File: src/rtl/yacht_pkg.sv
// Shared definitions for the yacht dice datapath: die geometry, LFSR taps,
// dice-engine state encoding and the dice_vals packing macro.
package yacht_pkg;

    localparam int NUM_DICE  = 5;
    localparam int DIE_W     = 3;
    localparam int FACE_MIN  = 1;
    localparam int FACE_MAX  = 6;
    localparam int LFSR_W    = 16;

    // Galois feedback mask for x^16 + x^14 + x^13 + x^11 + 1 (right-shifting form)
    localparam logic [LFSR_W-1:0] LFSR_TAPS = 16'hB400;

    typedef enum logic [1:0] {
        IDLE,
        ROLL,
        DONE
    } engine_state_t;

endpackage

`ifndef YACHT_DIE
`define YACHT_DIE(vec, i) vec[yacht_pkg::DIE_W*(i) +: yacht_pkg::DIE_W]
`endif

File: src/rtl/dice_lfsr.sv
// Free-running 16-bit Galois LFSR; an all-zero seed is replaced by 1 so the
// register can never lock up.
module dice_lfsr
    import yacht_pkg::*;
#(
    parameter logic [15:0] SEED = 16'hACE1
) (
    input  logic        clk,
    input  logic        reset,
    input  logic        step_en,
    output logic [15:0] state
);

    localparam logic [15:0] SEED_NZ = (SEED == 16'h0000) ? 16'h0001 : SEED;

    always_ff @(posedge clk or posedge reset) begin
        if (reset) begin
            state <= SEED_NZ;
        end else if (step_en) begin
            state <= {1'b0, state[15:1]} ^ (state[0] ? LFSR_TAPS : '0);
        end
    end

endmodule

File: src/rtl/dice_roll_engine.sv
// Dice roll engine: re-rolls un-held dice on request using LFSR rejection
// sampling, and owns the per-turn hold mask, hold cursor and roll counter.
module dice_roll_engine #(
    parameter int          NUM_DICE  = yacht_pkg::NUM_DICE,
    parameter logic [15:0] SEED      = 16'hACE1,
    parameter int          MAX_RETRY = 7
) (
    input  logic                  clk,
    input  logic                  reset,
    input  logic                  roll_trigger,
    input  logic                  turn_start,
    input  logic                  hold_en,
    input  logic                  btn_hold_toggle,
    input  logic                  btn_cursor_next,
    output logic                  rolling,
    output logic                  roll_done,
    output logic [3*NUM_DICE-1:0] dice_vals,
    output logic [NUM_DICE-1:0]   hold_mask,
    output logic [2:0]            cursor,
    output logic [1:0]            roll_count
);

    import yacht_pkg::*;

    localparam int RW = (MAX_RETRY < 2) ? 1 : $clog2(MAX_RETRY + 1);

    engine_state_t        state_q, state_d;
    logic [2:0]           idx_q, idx_d;
    logic [RW-1:0]        retry_q, retry_d;
    logic [15:0]          lfsr;
    logic [12:0]          lfsr_unused;
    logic [2:0]           cand;
    logic                 die_wr;
    logic [2:0]           die_val;
    logic                 advance;
    logic [3*NUM_DICE-1:0] dice_q;
    logic [NUM_DICE-1:0]  hold_q;
    logic [2:0]           cursor_q;
    logic [1:0]           count_q;
    logic                 done_q;

    dice_lfsr #(.SEED(SEED)) u_lfsr (
        .clk     (clk),
        .reset   (reset),
        .step_en (1'b1),
        .state   (lfsr)
    );

    assign cand        = lfsr[2:0];
    assign lfsr_unused = lfsr[15:3];

    always_comb begin
        state_d = state_q;
        idx_d   = idx_q;
        retry_d = retry_q;
        die_wr  = 1'b0;
        die_val = '0;
        advance = 1'b0;
        case (state_q)
            IDLE: begin
                if (roll_trigger) begin
                    state_d = ROLL;
                    idx_d   = '0;
                    retry_d = '0;
                end
            end
            ROLL: begin
                if (hold_q[idx_q]) begin
                    advance = 1'b1;
                end else if (cand < 3'(FACE_MAX)) begin
                    die_wr  = 1'b1;
                    die_val = cand + 3'(FACE_MIN);
                    retry_d = '0;
                    advance = 1'b1;
                end else if (retry_q == RW'(MAX_RETRY)) begin
                    die_wr  = 1'b1;
                    die_val = {1'b0, lfsr[1:0]} + 3'(FACE_MIN);
                    retry_d = '0;
                    advance = 1'b1;
                end else begin
                    retry_d = retry_q + 1'b1;
                end
                if (advance) begin
                    if (idx_q == 3'(NUM_DICE - 1)) begin
                        state_d = DONE;
                    end else begin
                        idx_d = idx_q + 3'd1;
                    end
                end
            end
            DONE: state_d = IDLE;
            default: state_d = IDLE;
        endcase
        // turn_start aborts from any state and suppresses the die write of that cycle
        if (turn_start) begin
            state_d = IDLE;
            die_wr  = 1'b0;
        end
    end

    always_ff @(posedge clk or posedge reset) begin
        if (reset) begin
            state_q <= IDLE;
            idx_q   <= '0;
            retry_q <= '0;
            dice_q  <= {NUM_DICE{3'(FACE_MIN)}};
            done_q  <= 1'b0;
        end else begin
            state_q <= state_d;
            idx_q   <= idx_d;
            retry_q <= retry_d;
            done_q  <= (state_q == DONE) && !turn_start;
            if (die_wr) begin
                `YACHT_DIE(dice_q, idx_q) <= die_val;
            end
        end
    end

    always_ff @(posedge clk or posedge reset) begin
        if (reset) begin
            hold_q   <= '0;
            cursor_q <= '0;
            count_q  <= '0;
        end else if (turn_start) begin
            hold_q   <= '0;
            cursor_q <= '0;
            count_q  <= '0;
        end else begin
            // toggle uses the pre-advance cursor when both buttons fire together
            if (hold_en && btn_hold_toggle && state_q == IDLE && count_q != 2'd0) begin
                hold_q[cursor_q] <= ~hold_q[cursor_q];
            end
            if (hold_en && btn_cursor_next) begin
                cursor_q <= (cursor_q == 3'(NUM_DICE - 1)) ? 3'd0 : cursor_q + 3'd1;
            end
            if (state_q == DONE && count_q != 2'd3) begin
                count_q <= count_q + 2'd1;
            end
        end
    end

    assign rolling    = (state_q == ROLL);
    assign roll_done  = done_q;
    assign dice_vals  = dice_q;
    assign hold_mask  = hold_q;
    assign cursor     = cursor_q;
    assign roll_count = count_q;

endmodule

File: config.mk
export PLATFORM = sky130hd
export DESIGN_NAME = dice_roll_engine
export DESIGN_NICKNAME = d
export VERILOG_FILES = /design/src/rtl/yacht_pkg.sv /design/src/rtl/dice_lfsr.sv /design/src/rtl/dice_roll_engine.sv
export SDC_FILE = /design/constraint.sdc
export NUM_CORES = 1
export LEC_CHECK = 0
export CAP_MARGIN = 20
export CORE_MARGIN = 1.5
export CORE_UTILIZATION = 35
export CTS_BUF_LIST = sky130_fd_sc_hd__clkbuf_4 sky130_fd_sc_hd__clkbuf_8
export DETAILED_ROUTE_END_ITERATION = 7
export SLEW_MARGIN = 15
export SYNTH_ARGS = -nofsm -noshare
export SYNTH_HDL_FRONTEND = slang
export SYNTH_HIERARCHICAL = 1
export SYNTH_SLANG_ARGS = --single-unit
File: constraint.sdc
create_clock -name clk -period 3.3 [get_ports clk]
set_input_delay 0.825 -clock clk [delete_from_list [all_inputs] [get_ports clk]]
set_output_delay 0.825 -clock clk [all_outputs]
set_load 0.01 [all_outputs]
==> impl_metrics.toml, run 1 <==
[final_layout]
regArea_sq_mm = 0.00127
instances_no_fill = 360
final_layout_size_suffix_gt1_frac = 0.226
multi_input_area_sq_mm = 0.00121
fin_nets = 279
num-fill-cells = 711
syn_to_final_growth_pct = 20.2
final_cell_mix = "37 x dfrtp_1, 33 x clkdlybuf4s50_1, 25 x nor2_1"
final_common_cell = "dfrtp_1"
diodes = 0

[timing]
period_needed_ns = 2.81
post-route-period-util = 0.850
setup_viol = 0
finalMaxSlewViolations = 0
rsz0062_at_grt = "false"
fmax_mhz = 356
final-hold-violation-count = 0
hold_slack_ns = 0.483
max_slew_margin = 0.602
finClkSkew_ns = 0.0151
final.setup.tns_ns = 0
tightest_slew_ns = 0.596

[floorplan]
io_pins = 34
core_area_sq_mm = 0.00721
start_util = 0.358
dieHeight_um = 88.9
die_w_um = 88.9
core.rowCount = 31
dieArea_sq_mm = 0.00790

[logic_synthesis]
synth_edf_count = 0
synth_cells = 223
ys_ff_latch = 50
syn_area_per_cell_sq_um = 11.6
synth.net_count = 242
synth_ff_type = "dfrtp_1"
yosysSeqAreaShare = 0.491
ys_warn_count = 6
synth_area_leader_cell = "dfrtp_1"
synth_top_area_share = 0.359
async_reset_ff_frac = 1.00
synth_area_sq_mm = 0.00258
synth.distinct_cells = 48
synth_area_leaders = "dfrtp_1 36%, dfstp_2 13%, mux2_2 10%, ha_1 5.8%, nor2_1 3.6%"

[critical_path]
end_kind = "flop"
arrival_ns = 3.00
rrSetupSlack_ns = 0.49
critPathLaunchType = "flop"
crit_start = "idx_q[0]"
path_class = "reg2reg"
cp_max_fo = 12
reg2reg_from = "idx_q[0]"
cp.required_ns = 3.49

[flow_run]
max_cap_violations = 0

[clock_network]
post_cts_buffers = 0
cts_resized = 0
cts_tree = "done"
cts_hold_buf = 0
root_buffer = "clkbuf_8"
clkTransAtPathRegs_ns = 0.10
cts_buffers = 5
cts.path.max_buffers = 2
cts.sinks = 50
htree_levels = 2
clk_latency_ns = 0.31

[place]
dp_hpwl_mm = 3.58
place_congestion = 0.840
io_buffers = 33
dp_cells = 352

[power]
power_density_mw_per_mm2 = 599
peakVddDrop_uv = 352
leakagePower_nw = 1.33
power_w = 0.00186

[min_path]
holdCritStartpoint = "dice_vals[0]"
hp-class = "reg2reg"

[detailed_routing]
vias = 1727
drc = 0
drt-initial-drc-count = 94
vias_per_cell = 4.80
ant_nets = 0
first_pass_iters = 4
wl_per_cell_um = 13.7
wirelength_mm = 4.93

[grt]
grt_use_total = 0.136
grt-ovfl-total = 0
grt_start_max_net_pins = 35
antenna_found_initial = 0
grt_pass1_vias = 1779
grt_pass1_wl_mm = 8.31

[run_status]
status = "complete, no violations"
[worst paths after layout]
kind | end | depth (start not counted)
worst min register to register | dice_vals[0] | 2
max in group asynchronous | u_lfsr/state[2] | 2
min in group asynchronous | u_lfsr/state[14] | 2
worst min-delay path | dice_vals[0] | 2
worst max register to register | dice_vals[4] | 6
worst max-delay path | dice_vals[4] | 6
[area by class of cell]
type | count | area share
Clock buffer | 6 | 0.0246
Sequential cell | 50 | 0.408
Timing Repair Buffer | 37 | 0.116
Multi-Input combinational cell | 153 | 0.391
Tap cell | 99 | 0.0399
Clock inverter | 2 | 0.00443
Inverter | 13 | 0.0157
[state kept, by name (all words and copies together) (netlist names)]
register / cells
roll_done: 1
u_lfsr/state: 16
retry_q: 3
cursor: 3
state_q: 2
dice_vals: 15
roll_count: 2
hold_mask: 5
idx_q: 3
[cell families after synthesis]
family                   after synthesis  share of synthesized area
other                                  1                    0.00145
buffers and inverters                 20                     0.0392
adder cells (fa/ha/maj)               12                     0.0581
XOR/XNOR                               7                     0.0237
AO/OA/AOI/OAI                         26                     0.0669
flip-flops                            50                      0.491
AND/OR/NAND/NOR                       71                      0.161
multiplexers                          36                      0.159
[cell usage after synthesis (3+ instances only)]
| cell | count |
|---|---|
| xor2_1 | 3 |
| inv_1 | 13 |
| nand3_1 | 3 |
| mux2_4 | 4 |
| clkbuf_1 | 3 |
| nand2_1 | 8 |
| nor2_1 | 25 |
| dfrtp_1 | 37 |
| mux2i_1 | 8 |
| o21ai_0 | 5 |
| nand4b_1 | 4 |
| xnor2_1 | 4 |
| o211ai_1 | 4 |
| nor3_1 | 5 |
| dfstp_2 | 13 |
| ha_1 | 12 |
| mux2_2 | 24 |
| a21oi_1 | 7 |
| nand2b_1 | 6 |
[through the flow]
stage	setup slack, ns	util	area [sq um]
after global placement	0.571	0.418	3010
after CTS	0.502	0.430	3100
final	0.494	0.430	3100
after detailed placement	0.510	0.418	3010
after floorplan	0.766	-	2580
after global routing	0.385	0.430	3100
[routing by layer]
metal / global-route usage / part of all wire / vias up / wire length [um]
met1: 0.189 / 0.48 / 849 / 2380
met4: 0.0341 / 0.0043 / 0 / 21
li1: - / - / 856 / -
met2: 0.217 / 0.49 / 20 / 2400
met5: 0 / 0 / - / 0
met3: 0.0277 / 0.026 / 2 / 129
[critical path, stage by stage, from the launching register on]
cell	delay, ns
dfrtp_1	0.65
inv_1	0.14
ha_1	0.23
ha_1	0.28
or4_4	0.59
nor3_1	0.39
mux2_2	0.39
[power by group]
part | total (W) | internal, W | leakage, nW | switching, W
clock network | 0.000363 | 0.000158 | 0.0486 | 0.000205
registers | 0.000929 | 0.000789 | 0.626 | 0.000140
logic | 0.000567 | 0.000301 | 0.656 | 0.000267
total | 0.00186 | 0.00125 | 1.33 | 0.000611
(Power assumes the default switching activity.)
==> run 2: changes to the inputs <==
TNS_END_PERCENT = 100   (was unset)
clock period = 2.3 ns   (was 3.3 ns; I/O delays follow)
==> run 2 against run 1 <==
Sequential power rose by 39%. Clock power is 76% higher. Design area grew 5.6%. Register-to-register slack lost 0.46 ns. Largest power group unchanged. Final cell count is 3.3% higher. Sequential cell count unchanged. Global-route usage is 1.2 points higher. Maximum frequency up 24%. Hold slack improved by 0.0062 ns. Via count up 4.1%. Highest routed layer unchanged.
==> impl_metrics.toml, run 2 (same netlist as run 1, synthesis figures left out) <==
[final_layout]
largest_reg_flops = 16
final_common_cell = "dfrtp_1"
diodes = 0
instances_no_fill = 372
syn_to_final_growth_pct = 26.9
regMostFlops = "u_lfsr/state"
utilization = 0.454
final_cell_mix = "37 x dfrtp_1, 32 x clkdlybuf4s50_1, 25 x nor2_1"
fin_nets = 291
final_layout_size_suffix_gt1_frac = 0.282

[timing]
finalMaxSlewViolations = 0
final-hold-violation-count = 0
period_needed_ns = 2.26
tightest_slew_ns = 0.607
finClkSkew_ns = 0.0190
post-route-period-util = 0.984
fmax_mhz = 442
max_slew_margin = 0.595
setup_viol = 0
rsz0062_at_grt = "true"

[place]
place_congestion = 0.792
dp_hpwl_mm = 3.89
io_buffers = 33
dp_cells = 362

[critical_path]
crit_path_frequent_cell = "ha_4"
worstPathCellList = "inv_2, ha_4, ha_4, or4_4, nor4b_4, mux2_4"
cp_max_fo = 4
path_class = "reg2reg"
cp.required_ns = 2.51
end_kind = "flop"
r2r_end = "dice_vals[8]"
max_stage_delay_ns = 0.57
arrival_ns = 2.48
reg2reg_from = "idx_q[1]"
critPathLaunchType = "flop"
cp_slowest_cell = "or4_4"
rrSetupSlack_ns = 0.04
reg2regPathDepth = 6

[clock_network]
clkTransAtPathRegs_ns = 0.11
cts.sinks = 50
root_buffer = "clkbuf_8"
cts_tree = "done"
htree_levels = 2
cts_buffers = 5
clk_latency_ns = 0.32
cts.path.max_buffers = 2

[power]
power_w = 0.00294
power_density_mw_per_mm2 = 897
leakagePower_nw = 1.41
peakVddDrop_uv = 458

[grt]
grt_start_max_net_pins = 35
grt-ovfl-total = 0
antenna_found_initial = 0
grt_pass1_vias = 1764
grt_use_total = 0.148
grt_pass1_wl_mm = 8.94

[detailed_routing]
ant_nets = 0
wl_per_cell_um = 14.5
vias_per_cell = 4.83
wirelength_mm = 5.41
drc = 0
vias = 1798
first_pass_iters = 4
drt-initial-drc-count = 130

[run_status]
status = "complete, no violations"

[min_path]
hp-class = "reg2reg"
holdCritStartpoint = "dice_vals[0]"
hold_path_end = "dice_vals[0]"
hold-path-cell-count = 2

[floorplan]
io_pins = 34
dieArea_sq_mm = 0.00790
core.rowCount = 31
dieHeight_um = 88.9
die_w_um = 88.9
start_util = 0.358
core_area_sq_mm = 0.00721

[flow_run]
max_cap_violations = 0
-- run 2: cell types whose count changed in the layout (fill, tap and decap cells not counted), moves of 2 or more --
| cell | previous run | this run |
|---|---|---|
| buf_4 | 4 | 16 |
| ha_1 | 12 | 8 |
| ha_4 | 0 | 3 |
| inv_1 | 13 | 11 |
| mux2_2 | 24 | 21 |
| mux2_4 | 4 | 7 |
-- run 2: per-stage QoR --
stage | instance area, sq um | hold WS (ns) | setup TNS (ns) | setup slack (ns)
3_5_place_dp | 3130 | 0.477 | -1.70 | -0.253
3_3_place_gp | 3130 | 0.464 | -1.44 | -0.205
2_1_floorplan | 2630 | 0.464 | -0.247 | -0.0747
4_1_cts | 3240 | 0.494 | 0 | 0.0166
6_report | 3280 | 0.489 | 0 | 0.0370
5_1_grt | 3280 | 0.511 | -0.0457 | -0.0286
-- run 2: worst max-delay path by stage --
stage,start,slack (ns),endpoint,depth (start not counted)
5_1_grt,retry_q[0],-0.03,dice_vals[8],6
6_report,idx_q[1],0.04,dice_vals[8],6
3_5_place_dp,turn_start,-0.25,dice_vals[8],4
3_3_place_gp,turn_start,-0.21,dice_vals[7],4
2_1_floorplan,idx_q[0],-0.07,dice_vals[7],7
4_1_cts,idx_q[1],0.02,dice_vals[8],6
-- run 2: area by class of cell --
class	count	area, sq um
clock buffer	5	68.8
timing repair buffer	49	453
inverter	13	51.3
tap	99	124
clock inverter	3	47.5
fill	706	3940
multi-input combinational	153	1260
sequential	50	1270
-- run 2: power breakdown --
group | leakage (nW) | total, W | internal [W] | switching (W)
registers | 0.626 | 0.00129 | 0.00113 | 0.000160
clock network | 0.0587 | 0.000639 | 0.000330 | 0.000309
logic | 0.730 | 0.00101 | 0.000527 | 0.000481
total | 1.41 | 0.00294 | 0.00199 | 0.000949
-- run 2: what timing repair did --
item                       4_1_cts  5_1_grt
setup endpoints to repair        1        4
cloned                           0        0
hold buffers                     0        0
gates resized for setup          0        4
setup buffers                    0        2
pin swaps                        1        0
-- run 2: routing by layer --
layer | global-route usage | wire length [um]
met5 | 0 | 0
met4 | 0.0554 | 77
met3 | 0.0305 | 143
met2 | 0.235 | 2600
met1 | 0.200 | 2590
-- run 2: worst max-delay path, delay by kind of cell, from the launching register on --
kind                       cells  cell delay [ns]
adders and majority gates      2             0.35
buffers and inverters          1             0.10
and+or+nand+nor                2             0.99
DFF                            1             0.40
muxes                          1             0.33
==> run 3: changes to the inputs <==
CELL_PAD_IN_SITES_DETAIL_PLACEMENT = 1   (was unset)
CELL_PAD_IN_SITES_GLOBAL_PLACEMENT = 1   (was unset)
MAX_ROUTING_LAYER = met4   (was unset)
PLACE_DENSITY_LB_ADDON = 0.1   (was unset)
==> run 3 against run 2 <==
Sequential power about the same. Maximum frequency is 0.67% lower. Critical path depth stayed put. Die area stayed put. Final cell count rose by 0.81%. Design area up 0.19%. Combinational power grew 9%. Clock power decreased by 15%. Via count rose by 2.6%. Clock skew decreased by 0.0094 ns. Sequential cell count is the same. Total power shrank 1.1%. Largest cell class unchanged.
==> impl_metrics.toml, run 3 (same netlist as run 1, synthesis figures left out) <==
[run_status]
status = "complete, no violations"

[timing]
post-route-period-util = 0.991
period_needed_ns = 2.28
fmax_mhz = 439
final-hold-violation-count = 0
max_slew_margin = 0.609
worst_slack_ns = 0.0218
final.setup.tns_ns = 0
setup_viol = 0
finClkSkew_ns = 0.00961
finalMaxSlewViolations = 0
tightest_slew_ns = 0.586

[power]
leakagePower_nw = 1.42
power_w = 0.00291
peakVddDrop_uv = 555
power_density_mw_per_mm2 = 886

[grt]
grt_pass1_vias = 1829
grt_start_max_net_pins = 35
grt_use_total = 0.158
grt_pass1_wl_mm = 9.30
grt-ovfl-total = 0
antenna_found_initial = 0

[final_layout]
fin_nets = 294
diodes = 0
regArea_sq_mm = 0.00127
syn_to_final_growth_pct = 27.1
final_common_cell = "dfrtp_1"
regMostFlops = "u_lfsr/state"
multi_input_area_sq_mm = 0.00127
num-fill-cells = 798
final_layout_size_suffix_gt1_frac = 0.293
final_cell_mix = "37 x dfrtp_1, 32 x clkdlybuf4s50_1, 25 x nor2_1"
utilization = 0.455
instances_no_fill = 375
largest_reg_flops = 16

[floorplan]
core_area_sq_mm = 0.00721
dieArea_sq_mm = 0.00790
start_util = 0.358
dieHeight_um = 88.9
core.rowCount = 31
die_w_um = 88.9
io_pins = 34

[critical_path]
cp_slowest_cell = "or4_4"
path_class = "reg2reg"
worstPathCellList = "ha_2, ha_4, and3b_2, or4_4, nor4b_4, mux2_4"
cp_max_fo = 4
arrival_ns = 2.47
end_kind = "flop"
max_stage_delay_ns = 0.47
critPathLaunchType = "flop"
cp.required_ns = 2.50

[detailed_routing]
vias = 1844
vias_per_cell = 4.92
wl_per_cell_um = 15.2
wirelength_mm = 5.70
drc = 0
drt-initial-drc-count = 60
ant_nets = 0
first_pass_iters = 4

[clock_network]
cts.path.max_buffers = 2
cts_buffers = 5
root_buffer = "clkbuf_8"
clk_latency_ns = 0.30
cts.sinks = 50
htree_levels = 2
clkTransAtPathRegs_ns = 0.10
cts_tree = "done"

[place]
dp_cells = 364
dp_hpwl_mm = 4.16
place_congestion = 0.756
io_buffers = 33
place_ws_ns = -0.247

[min_path]
hp-class = "reg2reg"

[flow_run]
max_cap_violations = 0
-- run 3: worst paths after layout --
path                       slack, ns               end          from  depth (start not counted)
max                             0.02      dice_vals[7]    retry_q[0]                          6
min                             0.48      dice_vals[0]  dice_vals[0]                          2
max reg2reg                     0.02      dice_vals[7]    retry_q[0]                          6
min reg2reg                     0.48      dice_vals[0]  dice_vals[0]                          2
max in group asynchronous       1.27   u_lfsr/state[2]         reset                          2
min in group asynchronous       0.65  u_lfsr/state[12]         reset                          2
-- run 3: timing repair --
item / CTS / global route
gates cloned: 0 / 0
hold buffers: 0 / 0
setup buffers: 0 / 3
setup endpoints to repair: 2 / 3
pin swaps: 1 / 3
gates resized for setup: 0 / 5
-- run 3: metal layers --
layer	vias up	global-route usage	wire, um
met5	-	-	0
met4	0	0.0469	58
met3	6	0.0259	131
met2	20	0.242	2670
met1	927	0.217	2840
li1	891	-	-
-- run 3: critical path, delay by kind of cell, from the launching register on --
| family | cells | cell delay (ns) |
|---|---|---|
| adders and majority gates | 2 | 0.33 |
| muxes | 1 | 0.33 |
| and+or+nand+nor | 3 | 1.11 |
| DFF | 1 | 0.39 |
-- run 3: stage by stage --
| stage | hold WS [ns] | cell area (sq um) |
|---|---|---|
| 6_report | 0.480 | 3280 |
| 5_1_grt | 0.522 | 3280 |
| 3_5_place_dp | 0.471 | 3140 |
| 3_3_place_gp | 0.466 | 3140 |
| 4_1_cts | 0.487 | 3240 |
| 2_1_floorplan | 0.464 | 2630 |
-- run 3: layout make-up --
class | count | area share
multi-input cells | 153 | 0.386
well taps | 99 | 0.0377
clock inverters | 2 | 0.00495
inverters | 13 | 0.0156
flip-flops and latches | 50 | 0.386
repair buffers | 52 | 0.145
clock buffers | 6 | 0.0252
-- run 3: report_power, final --
group / switching, W / total (W) / leakage [nW] / internal (W)
logic: 0.000540 / 0.00110 / 0.744 / 0.000564
registers: 0.000126 / 0.00126 / 0.626 / 0.00113
clock network: 0.000298 / 0.000546 / 0.0478 / 0.000248
total: 0.000963 / 0.00291 / 1.42 / 0.00194
